[src/rtl/mem_defines.sv]
// Shared memory-subsystem definitions: SDRAM word/address types, physical
// memory limits and the cache-line transfer types used by the line bridge.
package mem_defines;

  localparam logic [31:0] MAX_PHY_MEM      = 32'h01ff_ffff;
  localparam logic [31:0] MMIO_BASE        = 32'h0200_0000;
  localparam int          sdram_access_len = 8;
  localparam int          LINE_BYTES       = 16;

  typedef logic [23:0]       sdram_addr_t;
  typedef logic [15:0]       sdram_wd_t;
  typedef sdram_wd_t [7:0]   sdram_8_wd_t;
  typedef logic [127:0]      line128_t;

  typedef enum logic [2:0] {
    IDLE,
    ISSUE,
    WR_DATA,
    RD_DATA,
    RESP
  } line_xfer_state_t;

endpackage

[src/rtl/sdram_line_bridge.sv]
// Bridges 128-bit cache line fills/writebacks onto a 16-bit SDRAM burst
// interface. One transfer in flight at a time; out-of-range addresses are
// answered with an error without touching the SDRAM.
//
// state   | meaning
// --------+--------------------------------------------------------------
// IDLE    | ready for a request; captures direction, address and line
// ISSUE   | burst request held on sdram_req until sdram_ack
// WR_DATA | streaming line words out, one per sdram_wr_pull
// RD_DATA | collecting line words, one per sdram_rd_valid
// RESP    | single-cycle response pulse, then back to IDLE
module sdram_line_bridge
  import mem_defines::*;
#(
  parameter logic [31:0] ADDR_LIMIT = MAX_PHY_MEM,
  parameter int          BURST_LEN  = sdram_access_len
) (
  input  logic         clk,
  input  logic         rst,
  input  logic         req_valid,
  output logic         req_ready,
  input  logic         req_write,
  input  logic [31:0]  req_addr,
  input  logic [127:0] req_line,
  output logic         resp_valid,
  output logic         resp_err,
  output logic [127:0] resp_line,
  output logic         sdram_req,
  output logic         sdram_we,
  output logic [23:0]  sdram_addr,
  input  logic         sdram_ack,
  input  logic         sdram_wr_pull,
  output logic [15:0]  sdram_wdata,
  input  logic         sdram_rd_valid,
  input  logic [15:0]  sdram_rdata
);

  localparam logic [2:0] LAST_CNT = 3'(BURST_LEN - 1);

  line_xfer_state_t state, state_nxt;
  logic [2:0]       cnt;
  logic             we_q;
  logic             err_q;
  sdram_addr_t      addr_q;
  sdram_8_wd_t      words;
  line128_t         line_q;
  line128_t         fill_line;
  logic             in_range;

  assign in_range   = (req_addr <= ADDR_LIMIT);
  assign sdram_we   = we_q;
  assign sdram_addr = addr_q;
  assign resp_line  = line_q;

  // State register
  always_ff @(posedge clk or posedge rst) begin
    if (rst) state <= IDLE;
    else     state <= state_nxt;
  end

  // Next-state and output decode
  always_comb begin
    state_nxt   = state;
    req_ready   = 1'b0;
    resp_valid  = 1'b0;
    resp_err    = 1'b0;
    sdram_req   = 1'b0;
    sdram_wdata = '0;
    case (state)
      IDLE: begin
        req_ready = 1'b1;
        if (req_valid) state_nxt = in_range ? ISSUE : RESP;
      end
      ISSUE: begin
        sdram_req = 1'b1;
        if (sdram_ack) state_nxt = we_q ? WR_DATA : RD_DATA;
      end
      WR_DATA: begin
        sdram_wdata = words[cnt];
        if (sdram_wr_pull && cnt == LAST_CNT) state_nxt = RESP;
      end
      RD_DATA: begin
        if (sdram_rd_valid && cnt == LAST_CNT) state_nxt = RESP;
      end
      RESP: begin
        resp_valid = 1'b1;
        resp_err   = err_q;
        state_nxt  = IDLE;
      end
      default: state_nxt = IDLE;
    endcase
  end

  // Completed line as it will look once the current read beat lands,
  // so resp_line is already valid in the RESP cycle
  always_comb begin
    fill_line = '0;
    for (int k = 0; k < 8; k++) begin
      fill_line[127-16*k -: 16] = (cnt == 3'(k)) ? sdram_rdata : words[k];
    end
  end

  // Request capture, beat counter and line assembly
  always_ff @(posedge clk or posedge rst) begin
    if (rst) begin
      cnt    <= '0;
      we_q   <= 1'b0;
      err_q  <= 1'b0;
      addr_q <= '0;
      words  <= '0;
      line_q <= '0;
    end else begin
      if (state == IDLE && req_valid) begin
        we_q   <= req_write;
        err_q  <= ~in_range;
        addr_q <= {req_addr[24:4], 3'b000};
        cnt    <= '0;
        for (int k = 0; k < 8; k++) begin
          words[k] <= req_line[127-16*k -: 16];
        end
      end
      if (state == WR_DATA && sdram_wr_pull) begin
        cnt <= cnt + 3'd1;
      end
      if (state == RD_DATA && sdram_rd_valid) begin
        words[cnt] <= sdram_rdata;
        cnt        <= cnt + 3'd1;
        if (cnt == LAST_CNT) line_q <= fill_line;
      end
    end
  end

endmodule

[config.mk]
export PLATFORM = sky130hd
export DESIGN_NAME = sdram_line_bridge
export DESIGN_NICKNAME = d
export VERILOG_FILES = /design/src/rtl/mem_defines.sv /design/src/rtl/sdram_line_bridge.sv
export SDC_FILE = /design/constraint.sdc
export NUM_CORES = 1
export LEC_CHECK = 0
export ABC_AREA = 1
export BUFFER_PORTS_ARGS = -buffer_cell sky130_fd_sc_hd__clkbuf_2
export CAP_MARGIN = 20
export CORE_ASPECT_RATIO = 1.1
export CORE_MARGIN = 5
export CORE_UTILIZATION = 42
export DETAILED_ROUTE_END_ITERATION = 12
export PLACE_DENSITY = 0.74
export SLEW_MARGIN = 20
export SYNTH_ARGS = -nofsm -noshare
export SYNTH_HDL_FRONTEND = slang
export SYNTH_SLANG_ARGS = --single-unit
export TNS_END_PERCENT = 20
[constraint.sdc]
create_clock -name clk -period 17.3 [get_ports clk]
set_input_delay 3.46 -clock clk [delete_from_list [all_inputs] [get_ports clk]]
set_output_delay 3.46 -clock clk [all_outputs]
set_load 0.1 [all_outputs]
==> run metrics <==
area share of the largest cell type after synthesis=between 40% and 50%; Yosys warning count=0; Max VDD drop=127 uV; number of synthesized flops with an enable pin=0; CTS tree=built; layout cell share with drive strength beyond 1=18.4%; final hold slack=0.482 ns; First DRT Iteration DRCs=1648; Max-Cap Viols=0; Num CTS Buffers=31; Worst-Margin Slew=1.15 ns; main combinational cell family by area after synthesis=simple AND/OR/NAND/NOR gates; PortBufs=around 350; full die area=40400 um^2; xor/xnor share of the synthesized area=0%; Slew Viols, Final=0; worst endpoint required time=13.84 ns; Overflow after GRT=0; core area=roughly 36000 um^2; Initial DRT Pass Iterations=5; sequential element share of the synthesized area=between 40 and 50%; relative slew slack=a little under a quarter; wirelength, routed=58800 um; Finished Layout Cells=2926; Reg area=7130 um^2; final worst-path setup slack=between 10 and 15 ns; Mapped Area=15300 um^2; total track usage=between 20% and 30%; CP max stage delay=1.10 ns; # clock sinks=285; area leader, netlist=dfrtp_1; CTS Root Cell=clkbuf_16; most used cell, CP=nor2_1; Top FF cell, synth=dfrtp_1; area of the multi-input gates=6930 um^2; run status=finished, final reports clean; clock skew=roughly 0.017 ns; clk_lat worst skew=0.59 ns; top area cells in the synthesized netlist=dfrtp_1, nand2_1, o21ai_0; Leak Pwr=slightly above 10 nW; vias in the first global route=approximately 15000; most frequent cells after synthesis=nand2_1, dfrtp_1, o21ai_0, inv_1, o21ai_1; HP Class=reg2reg; slowest cell on the critical path=dfrtp_1; Post-CTS Setup Bufs=0; period utilization=roughly two fifths; Yosys cell types=31; FILL cells=3644; async set-reset flop share out of synthesis=100%; dpl cells=2867; Post-DRT Antenna Nets=0; CP top delay family=flip-flops; area growth from synthesis to layout=17.6%; Buf/Inv on CP=2; routability cong.=0.955; setup TNS=0 ns; compound-cell area share of the yosys netlist=around 9.8%; initial antenna violation count=3; Post-DP Area=16900 um^2; Clock transition at path regs=about 0.060 ns; Period minus WS final=about 7.2 ns; H-tree depth=1; mux cell area share after synthesis=0%; WS Path Type=reg2out; largest net degree at the start of global routing=approximately 130; final setup vio count=0; crit path cell chain=inv_2 -> nor2_4 -> o211ai_1 -> nand2_1 -> nor2_1 -> nor2_1 -> clkbuf_2; PwrDens=approximately 150 nW/um^2; pre-CTS WS=10.79 ns; DRC viols=0; syn avg cell area=7.09 um^2; Design Area, Final=between 15000 and 20000 um^2; die height=~210 um; f_max=about 0.14 GHz; count leader, synth=nand2_1; maximum fanout along the worst path=25; post-DR vias/cell=around 5.2; RSZ-0062 raised after global routing=false; simple-gate share of the synthesized area=between 30% and 40%; worst path arrival time=between 3 and 4 ns; Initial Utilization=approximately 42%; FF+latch count, synth=285; hold buffers post-CTS=0; DR WL/cell=20.1 um; CP startpoint kind=flip-flop; first-pass GRT wire length=87100 um; Synth Area in Adders=0.491%; DPL Wire Length=41500 um; cts repair resizes=0; crit path capture type=primary output; # nets final=2603; io pins=approximately 360; final hold violations=0; Post-Synthesis Cells=roughly 2200; # rows=73; Clock Tree Buf Depth=3; chip width=192 um; via count=about 15000
==> cell type report <==
type / instances / area share (%)
inverter: 117 / 2.53
tap: 487 / 3.39
clock buffer: 45 / 4.94
timing repair buffer: 356 / 10.1
sequential: 285 / 39.6
clock inverter: 12 / 0.834
multi-input combinational: 1623 / 38.5
antenna: 1 / 0.0139
==> metrics by stage <==
stage	total power [mW]	utilization, %
after floorplan	1.69	-
after global placement	1.97	46.9
after detailed placement	1.99	46.9
after CTS	2.68	49.8
after global routing	2.85	49.9
final	2.71	49.9
==> flip-flops by register name, indices dropped and copies added (netlist names) <==
name        cells
err_q           1
resp_line     128
words         128
state           3
sdram_we        1
cnt             3
sdram_addr     21
==> cells in the final DEF, fill, tap and decap left out, drive strengths merged <==
cell type,count
a31oi,16
and2,1
and3,1
buf,8
bufinv,3
clkbuf,393
clkinv,5
clkinvlp,3
conb,3
dfrtp,285
diode,1
ha,6
inv,118
nand2,1213
nand3,38
nand4,1
nor2,82
nor3,1
o211ai,41
o21ai,218
o21bai,1
or2,1
==> cell families after synthesis <==
logic type | count (synthesis)
compound gates | 276
fa+ha+maj | 6
buf+inv | 253
flops | 285
other cells | 1
simple gates | 1338
==> routing by layer <==
metal	global-route usage [%]	up-vias	routed length [um]
li1	-	7180	-
met1	40.5	7084	24900
met2	40.5	815	24200
met3	6.76	160	6530
met4	12.9	6	3120
met5	0	-	46
==> report_power, final <==
group / switching [mW] / total, mW / internal, mW
clock network: 0.288 / 0.688 / 0.400
logic: 0.765 / 1.03 / 0.261
registers: 0.148 / 0.993 / 0.845
==> final timing paths <==
check                                    from        endpoint  slack (ns)  depth (start not counted)
worst max register to register         cnt[2]  resp_line[126]       13.41                          7
worst min-delay path            resp_line[41]   resp_line[41]        0.48                          2
worst min register to register  resp_line[41]   resp_line[41]        0.48                          2
worst max-delay path                   cnt[2]  sdram_wdata[7]       10.08                          7
min in group asynchronous                 rst  resp_line[121]        3.02                          2
max in group asynchronous                 rst          cnt[0]       12.91                          4
==> tightest hold or removal path, cell delays in order (launching register included) <==
cell and delay (ns):
dfrtp_1 0.34, nand2_1 0.05, o21ai_0 0.06
(Power assumes the default switching activity.)
